`config.mk`:
```
export PLATFORM = sky130hd
export DESIGN_NAME = spike_weight_streamer
export DESIGN_NICKNAME = d
export VERILOG_FILES = /design/src/rtl/spike_weight_streamer.sv
export SDC_FILE = /design/constraint.sdc
export NUM_CORES = 1
export LEC_CHECK = 0
export CORE_UTILIZATION = 40
export CTS_BUF_LIST = sky130_fd_sc_hd__clkbuf_2
export DETAILED_ROUTE_END_ITERATION = 7
export DONT_BUFFER_PORTS = 1
export PLACE_DENSITY_LB_ADDON = 0.1
export SLEW_MARGIN = 20
export SYNTH_ARGS = -nofsm -noshare
export SYNTH_HDL_FRONTEND = slang
export SYNTH_SLANG_ARGS = --single-unit
```
`constraint.sdc`:
```
create_clock -name clk -period 5.75 [get_ports clk]
set_clock_uncertainty 0.2 [all_clocks]
set_input_delay 1.15 -clock clk [delete_from_list [all_inputs] [get_ports clk]]
set_output_delay 1.15 -clock clk [all_outputs]
set_load 0.01 [all_outputs]
```
`src/rtl/spike_weight_streamer.sv`:
```
// Presynaptic fan-in stage: latches one spike vector per timestep and streams the weights of its
// active inputs as a burst of at least two beats. Define ZERO_WEIGHT_SKIP_EN to drop zero-weight inputs.
module spike_weight_streamer #(
  parameter int N_IN    = 16,
  parameter int DW      = 8,
  parameter int GAP_CYC = 20,
  localparam int AW     = $clog2(N_IN)
) (
  input  logic                 clk,
  input  logic                 rst_n,
  input  logic [N_IN-1:0]      spk_vec,
  input  logic                 spk_valid,
  output logic                 spk_ready,
  input  logic                 wr_en,
  input  logic [AW-1:0]        wr_addr,
  input  logic signed [DW-1:0] wr_data,
  output logic signed [DW-1:0] weight_out,
  output logic                 weight_valid_out,
  output logic                 weight_last_out,
  output logic                 busy,
  output logic                 ts_done
);

  localparam int CW = $clog2(N_IN + 1);
  localparam int GW = $clog2(GAP_CYC + 1);

  typedef enum logic [1:0] {S_IDLE, S_SCAN, S_PAD, S_GAP} state_t;

  state_t                state_q, state_d;
  logic [N_IN-1:0]       vec_q, vec_d;
  logic [AW-1:0]         idx_q, idx_d;
  logic [CW-1:0]         cnt_q, cnt_d;
  logic [GW-1:0]         gap_q, gap_d;
  logic signed [DW-1:0]  mem_q [N_IN];
  logic signed [DW-1:0]  mem_d [N_IN];
  logic signed [DW-1:0]  weight_q, weight_d;
  logic                  valid_q, valid_d;
  logic                  last_q, last_d;
  logic                  ready_q, ready_d;
  logic                  busy_q, busy_d;

  logic [N_IN-1:0]       eff_vec;
  logic [N_IN-1:0]       eff_in;
  logic [N_IN-1:0]       above_mask;
  logic                  rem;
  logic                  cur_active;

`ifdef ZERO_WEIGHT_SKIP_EN
  logic [N_IN-1:0] nz_mask;

  always_comb begin
    for (int i = 0; i < N_IN; i++) begin
      nz_mask[i] = (mem_q[i] != '0);
    end
  end

  assign eff_vec = vec_q & nz_mask;
  assign eff_in  = spk_vec & nz_mask;
`else
  assign eff_vec = vec_q;
  assign eff_in  = spk_vec;
`endif

  // rem looks only at inputs strictly above the one being scanned
  assign above_mask = {N_IN{1'b1}} << idx_q << 1;
  assign rem        = |(eff_vec & above_mask);
  assign cur_active = eff_vec[idx_q];

  always_comb begin
    state_d  = state_q;
    vec_d    = vec_q;
    idx_d    = idx_q;
    cnt_d    = cnt_q;
    gap_d    = gap_q;
    weight_d = '0;
    valid_d  = 1'b0;
    last_d   = 1'b0;

    mem_d = mem_q;
    if (wr_en && (32'(wr_addr) < N_IN)) begin
      mem_d[wr_addr] = wr_data;
    end

    case (state_q)
      S_IDLE: begin
        if (spk_valid && ready_q) begin
          vec_d   = spk_vec;
          idx_d   = '0;
          cnt_d   = '0;
          gap_d   = '0;
          state_d = (eff_in == '0) ? S_PAD : S_SCAN;
        end
      end

      S_SCAN: begin
        if (cur_active) begin
          weight_d = mem_q[idx_q];
          valid_d  = 1'b1;
          cnt_d    = cnt_q + 1'b1;
          if (!rem) begin
            if (cnt_q != '0) begin
              last_d  = 1'b1;
              state_d = S_GAP;
            end else begin
              state_d = S_PAD;
            end
          end else begin
            idx_d = idx_q + 1'b1;
          end
        end else if (!rem) begin
          state_d = S_PAD;
        end else begin
          idx_d = idx_q + 1'b1;
        end
      end

      // Pad with zero-weight beats so every burst is at least two beats long
      S_PAD: begin
        valid_d = 1'b1;
        cnt_d   = cnt_q + 1'b1;
        if (cnt_q != '0) begin
          last_d  = 1'b1;
          state_d = S_GAP;
        end
      end

      S_GAP: begin
        if (gap_q == GW'(GAP_CYC - 1)) begin
          gap_d   = '0;
          state_d = S_IDLE;
        end else begin
          gap_d = gap_q + 1'b1;
        end
      end

      default: state_d = S_IDLE;
    endcase

    ready_d = (state_d == S_IDLE);
    busy_d  = (state_d != S_IDLE);
  end

  always_ff @(posedge clk or negedge rst_n) begin
    if (!rst_n) begin
      state_q  <= S_IDLE;
      vec_q    <= '0;
      idx_q    <= '0;
      cnt_q    <= '0;
      gap_q    <= '0;
      weight_q <= '0;
      valid_q  <= 1'b0;
      last_q   <= 1'b0;
      ready_q  <= 1'b1;
      busy_q   <= 1'b0;
      for (int i = 0; i < N_IN; i++) begin
        mem_q[i] <= '0;
      end
    end else begin
      state_q  <= state_d;
      vec_q    <= vec_d;
      idx_q    <= idx_d;
      cnt_q    <= cnt_d;
      gap_q    <= gap_d;
      weight_q <= weight_d;
      valid_q  <= valid_d;
      last_q   <= last_d;
      ready_q  <= ready_d;
      busy_q   <= busy_d;
      mem_q    <= mem_d;
    end
  end

  assign spk_ready        = ready_q;
  assign weight_out       = weight_q;
  assign weight_valid_out = valid_q;
  assign weight_last_out  = last_q;
  assign ts_done          = last_q;
  assign busy             = busy_q;

endmodule
```
==> key figures, run 1 <==
Clock tree
  – Depth of the CTS H-tree: 4
  – Clock latency on the worst-skew pair: 740 ps
  – Num Clock Sinks: 172
  – Clock slew at the register clock pins of the worst setup and hold paths: 230 ps
  – Bufs on Longest Clock Path: 2
  – TritonCTS buffer count: 17
  – TritonCTS clock tree: done
  – Cell at the root of the clock tree: clkbuf_2
  – Number of buffers inserted to repair setup after CTS: 0

Die
  – Row cnt: 51
  – Initial Utilization: 41.1%
  – Core region area: 0.0197 mm²
  – Die extent in x: 144 µm
  – IO Pins: 45
  – Die Ht: 144 µm
  – Die footprint: 0.0208 mm²

Setup path
  – Internal reg-to-reg setup slack: 2550 ps
  – CP Data Required Time: 6160 ps
  – Startpoint kind of the worst setup timing path: flip-flop
  – RR Endpoint: busy
  – R2R Path Start: idx_q[1]
  – Setup CP Type: flip-flop to flip-flop
  – Critical path fanouts, max: 41
  – Crit end category: flip-flop
  – Number of cells on the worst reg-to-reg path: 9
  – Arrival time of the worst setup path: 3610 ps

Timing
  – Final worst setup slack: 2550 ps
  – Final count of hold timing violations: 0
  – Total Neg Setup Slack: 0 ps
  – Headroom to the max-slew limit: 21.6%
  – Final Max Tran Viols: 0
  – Transition time at the pin with the least slew margin: 1170 ps
  – Highest achievable clock rate: 313 MHz
  – Fin crit period: 3200 ps
  – RSZ-0062 raised after global routing: no
  – Portion of the clock cycle consumed by the worst path in the final layout: 55.7%
  – Total setup violations reported at the end of the flow: 0

Place
  – Worst slack, placed: 2460 ps
  – Buffers added on ports: 0
  – Placer's final routability congestion estimate: 0.824
  – Post-placement cell count: 798
  – HPWL after detailed placement: 11.7 mm

Yosys
  – Most used standard cells in the synthesized netlist: dfrtp_1, mux2_1, mux4_2, nand2_1, clkbuf_1
  – Warnings from Yosys: 0
  – Main area contributors after synthesis: dfrtp_1, mux2_1, mux4_2
  – Most frequent cell after synthesis: dfrtp_1
  – Async set-or-reset flop fraction in the synthesized netlist: 100%
  – Seq cells post-synth: 172
  – Number of instances in the synthesized netlist: 559
  – Number of distinct library cells after synthesis: 50
  – Synth area leader: dfrtp_1
  – Number of enable flip-flop cells after synthesis: 0
  – Net count of the mapped netlist: 601
  – Netlist Area Pre-Place: 0.00809 mm²
  – Area share of the leading cell type in the synthesized netlist: 52.9%
  – Sequential element share of the synthesized area: 53.2%
  – Average cell area after synthesis: 14.5 µm²
  – Most instantiated flip-flop cell in the synthesis netlist: dfrtp_1

Global route
  – Number of global-route vias before repair: 5087
  – Number of antenna violations at the first check in global routing: 1
  – Maximum number of pins on one net before global-route repair: 173
  – Remaining global-route overflow: 0
  – Total routing resource utilization after global routing: 19.6%
  – First-pass GRT wire length: 29.5 mm

Power
  – Peak supply drop: 0.000181 V
  – Power density over the cells: 410 mW/mm²
  – Leakage component of the power: 3.62 nW
  – Power consumption: 3.50 mW

Route
  – DRT Pass-1 Iters: 4
  – WL met1: 7.99 mm
  – Routed met2 length: 9.07 mm
  – Initial DRC count: 306
  – Via count: 4712
  – Post-DR wirelength/cell: 22.1 µm
  – Met3 Wirelength: 1.11 mm
  – Number of vias per cell after detailed routing: 5.66
  – Uppermost layer routed: met4
  – Detailed-route DRC error count: 0
  – Final ANT Viol Nets: 0
  – Routed wire length: 18.4 mm

Finish
  – Layout cells sized above 1: 18.7%
  – Post-route non-filler standard cell count: 832
  – Core Util, Final: 43.5%
  – # fillers: 1829
  – Synth-to-Final Area Change: 5.72%
  – Final nets: 595

Hold path
  – Classification of the worst-slack hold path: input port to asynchronous set/reset pin

Status
  – Status: completed

Job
  – Number of max-cap violations: 0
[state kept, by name (all words and copies together), names as in the netlist]
| signal | count |
|---|---|
| idx_q | 4 |
| mem_q | 128 |
| eff_vec | 16 |
| cnt_q | 5 |
| ts_done | 1 |
| gap_q | 5 |
| state_q | 2 |
| weight_valid_out | 1 |
| spk_ready | 1 |
| busy | 1 |
| weight_out | 8 |
[what timing repair did]
action | CTS | global route
hold buffers | 1 | 0
endpoints found under the hold margin | 172 | 0
resized for setup | 0 | 0
[routing by layer]
layer | GRT usage [%] | up-vias
met4 | 5.37 | 0
met1 | 25.2 | 2489
li1 | - | 2085
met3 | 5.26 | 18
met2 | 32.8 | 120
met5 | 0 | -
[per-stage QoR]
stage,hold WS [ps],cell area (µm²)
final,165,8550
after global routing,186,8550
after CTS,174,8540
after detailed placement,271,8320
after global placement,262,8320
after floorplan,249,8090
[cell families after synthesis]
kind of cell	count (synthesis)	share of synthesized area, %
DFF	172	53.2
AOI/OAI and AO/OA	52	4.35
buffers and inverters	45	2.41
muxes	189	32.6
adders and majority gates	10	1.55
and+or+nand+nor	91	5.86
[worst max-delay path by stage]
stage               startpoint       end  slack [ps]
floorplan           spk_vec[0]      busy        3090
global placement      idx_q[3]  cnt_q[4]        2600
detailed placement    idx_q[3]  cnt_q[2]        2460
CTS                   idx_q[3]  cnt_q[2]        2470
global route          idx_q[1]      busy        2240
finish                idx_q[1]      busy        2550
[critical path: stages, from the launching register on]
cell      delay (ps)
dfrtp_1          370
buf_4            480
inv_1            180
ha_1             270
a211oi_1         210
o21ai_0          110
a222oi_1         470
nand2_1          320
a31oi_1          350
o211ai_1         140
[placed cells by master (no fill, tap or decap), types with 2 or more instances in the layout]
master | synthesis | routed
nand3_1 | 8 | 8
nor4_1 | 4 | 4
dfrtp_2 | 0 | 2
and2_1 | 2 | 2
o31ai_1 | 5 | 5
mux2_2 | 16 | 16
o21ai_0 | 7 | 7
buf_4 | 1 | 6
clkbuf_2 | 0 | 18
or3_1 | 2 | 2
mux4_2 | 45 | 45
o211a_1 | 2 | 2
nand4_1 | 3 | 3
o21ai_1 | 9 | 9
a31oi_1 | 2 | 2
a22o_1 | 2 | 2
nand2b_1 | 11 | 11
and3_1 | 10 | 10
o311ai_1 | 2 | 2
nor2b_1 | 2 | 2
dfrtp_1 | 171 | 169
ha_1 | 10 | 10
nor2_1 | 17 | 16
inv_1 | 13 | 13
clkinv_1 | 0 | 2
a21oi_1 | 8 | 8
nand3b_1 | 2 | 2
inv_6 | 0 | 7
nand2_1 | 22 | 22
mux2_1 | 128 | 128
or2_2 | 2 | 2
a211oi_1 | 2 | 2
clkinv_4 | 0 | 2
nor3b_1 | 3 | 3
clkinv_2 | 0 | 2
[cell type report]
| class | instances | area [µm²] | area share, % |
|---|---|---|---|
| Sequential cell | 172 | 4310 | 50.4 |
| Multi-Input combinational cell | 342 | 3590 | 42.0 |
| Tap cell | 265 | 332 | 3.88 |
| Clock inverter | 14 | 108 | 1.26 |
| Clock buffer | 18 | 90.1 | 1.05 |
| Timing Repair Buffer | 7 | 72.6 | 0.849 |
| Inverter | 13 | 48.8 | 0.571 |
| Antenna cell | 1 | 2.50 | 0.0293 |
[power breakdown]
group          leakage (nW)  total, mW  internal [mW]  switching (mW)
Combinational          1.36       1.17          0.610           0.562
Clock                 0.132      0.574          0.126           0.448
Sequential             2.13       1.76           1.53           0.228
Total                  3.62       3.50           2.27            1.24
(Power assumes the default switching activity.)
==> run 2: changes to the inputs <==
==> constraint.sdc (replaced) <==
create_clock -name clk -period 3 [get_ports clk]
set_clock_uncertainty 0.2 [all_clocks]
set_input_delay 0.6 -clock clk [delete_from_list [all_inputs] [get_ports clk]]
set_output_delay 0.6 -clock clk [all_outputs]
set_load 0.01 [all_outputs]
==> run 2 against run 1 <==
  * Via count grew 2.5%
  * Cell count grew 5.2%
  * The flow now finishes with violations (negative hold slack)
  * Worst setup slack lost 2200 ps
  * Core utilization grew 2.1 points
  * Maximum frequency grew 19%
  * Critical path depth shrank 2
  * Cell area grew 4.9%
  * Combinational power grew 96%
  * Critical endpoint is now spk_ready
==> key figures, run 2 (same netlist as run 1, synthesis figures left out) <==
Clock tree
  – Clock latency on the worst-skew pair: 700 ps
  – Num Clock Sinks: 172
  – Post-cts repair resize count: 0
  – Cell at the root of the clock tree: clkbuf_2
  – Bufs on Longest Clock Path: 2
  – TritonCTS buffer count: 17
  – TritonCTS clock tree: done
  – Depth of the CTS H-tree: 4
  – Clock slew at the register clock pins of the worst setup and hold paths: 260 ps

Setup path
  – Setup CP Type: flip-flop to flip-flop
  – Arrival time of the worst setup path: 3130 ps
  – Startpoint kind of the worst setup timing path: flip-flop
  – Critical path fanouts, max: 30
  – Crit end category: flip-flop
  – CP Data Required Time: 3450 ps

Route
  – DRT Pass-1 Iters: 4
  – Post-DR wirelength/cell: 21.6 µm
  – Detailed-route DRC error count: 0
  – Routed wire length: 18.9 mm
  – Final ANT Viol Nets: 0
  – Initial DRC count: 243
  – Via count: 4830
  – Number of vias per cell after detailed routing: 5.52

Global route
  – Number of antenna violations at the first check in global routing: 2
  – Maximum number of pins on one net before global-route repair: 173
  – First-pass GRT wire length: 29.9 mm
  – Number of global-route vias before repair: 5028
  – Remaining global-route overflow: 0
  – Total routing resource utilization after global routing: 19.9%

Timing
  – Fin crit period: 2680 ps
  – Headroom to the max-slew limit: 49.8%
  – Final worst setup slack: 317 ps
  – Portion of the clock cycle consumed by the worst path in the final layout: 89.4%
  – RSZ-0062 raised after global routing: no
  – Total setup violations reported at the end of the flow: 0
  – Final count of hold timing violations: 172
  – Highest achievable clock rate: 373 MHz
  – Transition time at the pin with the least slew margin: 753 ps
  – Total Neg Setup Slack: 0 ps
  – Final Max Tran Viols: 0
  – Worst hold margin: -650 ps

Power
  – Part of the total power dissipated in the clock network: 18.3%
  – Share of power burned in combinational logic: 33.1%
  – Power dissipated by switching net loads: 2.36 mW
  – Sequential group share of total power: 48.6%
  – Leakage component of the power: 3.83 nW
  – Peak supply drop: 0.000301 V
  – Cell-internal power: 4.56 mW
  – Power density over the cells: 772 mW/mm²
  – Switching share of power: 34.1%

Die
  – Core region area: 0.0197 mm²
  – Die Ht: 144 µm
  – Die extent in x: 144 µm
  – Initial Utilization: 41.1%
  – Row cnt: 51
  – Die footprint: 0.0208 mm²
  – IO Pins: 45

Job
  – Number of max-cap violations: 0

Status
  – Status: complete, but fails checks
  – Violations in the final reports: negative hold slack

Finish
  – Register with the most flip-flops: mem_q
  – Top library cells by usage in the layout, fill and taps aside: dfrtp_1, mux2_1, mux4_2, dlygate4sd3_1, buf_4
  – Largest register FFs: 128
  – Synth-to-Final Area Change: 10.9%
  – Layout cells sized above 1: 19.9%
  – # fillers: 1842
  – Finished layout cell area: 0.00896 mm²
  – Most common library cell in the layout ignoring fill and taps: dfrtp_1
  – Post-route non-filler standard cell count: 875
  – Final nets: 638

Place
  – Placement-stage cell area: 0.00845 mm²
  – Buffers added on ports: 0
  – Worst slack, placed: 307 ps
  – Placer's final routability congestion estimate: 0.787
  – Post-placement cell count: 815
  – HPWL after detailed placement: 12.3 mm

Hold path
  – Classification of the worst-slack hold path: input port to asynchronous set/reset pin
run 2: cell count changes in the layout (fill, tap and decap cells not counted), sizes merged:
cell / previous run / this run
buf: 7 / 23
bufinv: 0 / 2
clkinv: 6 / 4
clkinvlp: 0 / 2
dlygate4sd3: 0 / 27
inv: 21 / 19
run 2: final cells by class:
class / instances / area, µm² / share of cell area, %
flip-flops and latches: 172 / 4310 / 48.0
clock buffers: 18 / 90.1 / 1.00
clock inverters: 14 / 156 / 1.74
well taps: 265 / 332 / 3.70
inverters: 13 / 48.8 / 0.544
multi-input cells: 342 / 3590 / 40.0
diodes: 1 / 2.50 / 0.0279
repair buffers: 50 / 443 / 4.94
run 2: power groups by stage:
stage | Clock, mW | Combinational [mW] | Sequential (mW)
after CTS | 1.31 | 2.32 | 3.37
after floorplan | 0 | 1.84 | 3.25
after detailed placement | 0 | 2.27 | 3.42
after global routing | 1.42 | 2.53 | 3.46
after global placement | 0 | 2.23 | 3.40
final | 1.27 | 2.29 | 3.36
run 2: path summary, 6_finish.rpt:
kind | from | to | slack, ps | depth (start not counted)
hold reg to reg | mem_q[75] | mem_q[75] | 310 | 1
min in group clk | spk_valid | gap_q[0] | 110 | 4
max in group asynchronous | rst_n | idx_q[0] | 2950 | 0
setup reg to reg | idx_q[1] | spk_ready | 320 | 7
setup / recovery | idx_q[1] | spk_ready | 320 | 7
hold / removal | rst_n | cnt_q[1] | -650 | 0
run 2: what timing repair did:
action / in CTS / in global routing
hold buffers: 25 / 2
buffers inserted: 0 / 0
endpoints found under the hold margin: 319 / 173
run 2: per-layer routing:
metal	global-route usage [%]	vias up	share of wire [%]
met2	33.5	104	49
met4	4.38	2	1.2
met3	5.03	14	4.7
met1	26.0	2541	45
li1	-	2169	-
met5	0	-	0.042
run 2: worst max-delay path: stages, from the launching register on:
cell	delay, ps
dfrtp_1	440
buf_4	420
nand2b_1	170
a21oi_1	70
a222oi_1	500
nand2_1	320
o211a_1	320
o211a_1	220
run 2: through the flow:
step / util (%) / power [mW] / hold slack (ps)
4_1_cts: 45.5 / 7.00 / -746
2_1_floorplan: - / 5.09 / 104
5_1_grt: 45.6 / 7.41 / -792
3_3_place_gp: 43.0 / 5.62 / 112
3_5_place_dp: 43.0 / 5.68 / 113
6_report: 45.6 / 6.92 / -650
==> run 3: changes to the inputs <==
--- a/config.mk
+++ b/config.mk
@@ -5,6 +5,7 @@
 export SDC_FILE = /design/constraint.sdc
 export NUM_CORES = 1
 export LEC_CHECK = 0
+export CORE_ASPECT_RATIO = 0.5
 export CORE_UTILIZATION = 40
 export CTS_BUF_LIST = sky130_fd_sc_hd__clkbuf_2
 export DETAILED_ROUTE_END_ITERATION = 7
==> run 3 against run 2 <==
  * The run still ends with negative hold slack left
  * Largest power group unchanged
  * First-iteration DRC count down 30%
  * Clock power fell by 12%
  * Wire length shrank 2.2%
  * Highest routed layer is now met4
  * Critical endpoint is now cnt_q[4]
==> key figures, run 3 (same netlist as run 1, synthesis figures left out) <==
Status
  – Status: complete, but fails checks
  – Violations in the final reports: negative hold slack

Setup path
  – CP Data Required Time: 3450 ps
  – Slowest stage delay, CP: 660 ps
  – RR Endpoint: cnt_q[4]
  – Arrival time of the worst setup path: 3200 ps
  – Critical path fanouts, max: 11
  – Setup CP Type: flip-flop to flip-flop
  – Number of buffer and inverter stages on the critical path: 0
  – Internal reg-to-reg setup slack: 250 ps
  – Worst path top cell family by delay: multiplexers
  – Startpoint kind of the worst setup timing path: flip-flop
  – Worst-path cell chain: mux4_2 -> mux4_2 -> o21ai_2 -> or2_2 -> o31ai_1
  – Worst path slowest cell: mux4_2
  – R2R Path Start: idx_q[2]
  – Top cell by count, worst path: mux4_2
  – Number of cells on the worst reg-to-reg path: 5
  – Crit end category: flip-flop

Route
  – Initial DRC count: 169
  – Final ANT Viol Nets: 0
  – Detailed-route DRC error count: 0
  – Via count: 4753
  – Post-DR wirelength/cell: 21.1 µm
  – DRT Pass-1 Iters: 4
  – Number of vias per cell after detailed routing: 5.43
  – Routed wire length: 18.5 mm

Global route
  – Met3 track demand over resource: 5.56%
  – Number of antenna violations at the first check in global routing: 2
  – First-pass GRT wire length: 29.7 mm
  – Total routing resource utilization after global routing: 19.5%
  – Met2 Use GR: 30.0%
  – Global routing met1 resource utilization: 27.6%
  – Remaining global-route overflow: 0
  – Number of global-route vias before repair: 4991
  – Most used routing layer: met2
  – Maximum number of pins on one net before global-route repair: 173

Clock tree
  – Num Clock Sinks: 172
  – Post-cts repair resize count: 0
  – Depth of the CTS H-tree: 4
  – Bufs on Longest Clock Path: 2
  – TritonCTS buffer count: 17
  – Cell at the root of the clock tree: clkbuf_2
  – TritonCTS clock tree: done
  – Clock slew at the register clock pins of the worst setup and hold paths: 230 ps
  – Clock latency on the worst-skew pair: 760 ps
  – Number of buffers inserted by hold repair at cts: 25

Finish
  – Final nets: 636
  – Sequential standard cell area: 0.00431 mm²
  – Top library cells by usage in the layout, fill and taps aside: dfrtp_1, mux2_1, mux4_2, dlygate4sd3_1, buf_4
  – Finished layout cell area: 0.00890 mm²
  – # fillers: 1815
  – Synth-to-Final Area Change: 10.1%
  – Layout cells sized above 1: 19.8%
  – Register with the most flip-flops: mem_q
  – Most common library cell in the layout ignoring fill and taps: dfrtp_1
  – Area of the multi-input gates: 0.00359 mm²
  – Largest register FFs: 128

Timing
  – Final Max Tran Viols: 0
  – Portion of the clock cycle consumed by the worst path in the final layout: 91.5%
  – Total setup violations reported at the end of the flow: 0
  – Highest achievable clock rate: 364 MHz
  – Fin crit period: 2750 ps
  – Final count of hold timing violations: 172
  – Headroom to the max-slew limit: 51.3%
  – Final worst setup slack: 255 ps
  – RSZ-0062 raised after global routing: no
  – Worst hold margin: -713 ps
  – Total Neg Setup Slack: 0 ps
  – Transition time at the pin with the least slew margin: 731 ps

Place
  – HPWL after detailed placement: 11.7 mm
  – Buffers added on ports: 0
  – Worst slack, placed: 299 ps
  – Placer's final routability congestion estimate: 0.863
  – Placement-stage cell area: 0.00845 mm²

Power
  – Power consumption: 6.76 mW
  – Power density over the cells: 759 mW/mm²
  – Leakage component of the power: 3.79 nW
  – Peak supply drop: 0.000373 V

Die
  – Row cnt: 36
  – Die Ht: 103 µm
  – Initial Utilization: 41.2%
  – Die footprint: 0.0208 mm²
  – Die extent in x: 203 µm
  – Core region area: 0.0196 mm²
  – IO Pins: 45

Hold path
  – Classification of the worst-slack hold path: input port to asynchronous set/reset pin

Job
  – Number of max-cap violations: 0
## run 3: layer usage
metal | up-vias | wire length, µm
li1 | 2158 | -
met1 | 2512 | 9440
met2 | 71 | 8180
met3 | 12 | 757
met4 | 0 | 129
met5 | - | 0
## run 3: cell type report
class                           instances  share of cell area, %
Antenna cell                            3                 0.0843
Clock inverter                         12                   1.11
Tap cell                              266                   3.74
Timing Repair Buffer                   48                   4.75
Inverter                               13                  0.548
Multi-Input combinational cell        342                   40.3
Clock buffer                           20                   1.12
Sequential cell                       172                   48.4
## run 3: what timing repair did
| item | in CTS | in global routing |
|---|---|---|
| setup buffers | 0 | 0 |
| setup endpoints to repair | 0 | 0 |
| hold endpoints to repair | 320 | 172 |
## run 3: where the power goes
part / internal [mW] / switching [mW]
Combinational: 1.22 / 1.06
Sequential: 2.93 / 0.434
Clock: 0.300 / 0.817
Total: 4.45 / 2.31
## run 3: metrics by stage
stage,cells,utilization [%]
floorplan,559,-
global placement,816,43.0
detailed placement,816,43.0
CTS,873,45.3
global route,875,45.3
finish,876,45.3
## run 3: worst max path at each step
| stage | startpoint | end | cells past startpoint |
|---|---|---|---|
| global placement | idx_q[2] | cnt_q[2] | 5 |
| CTS | idx_q[2] | cnt_q[4] | 5 |
| floorplan | idx_q[0] | spk_ready | 9 |
| finish | idx_q[2] | cnt_q[4] | 5 |
| detailed placement | idx_q[2] | cnt_q[4] | 5 |
| global route | idx_q[0] | busy | 8 |
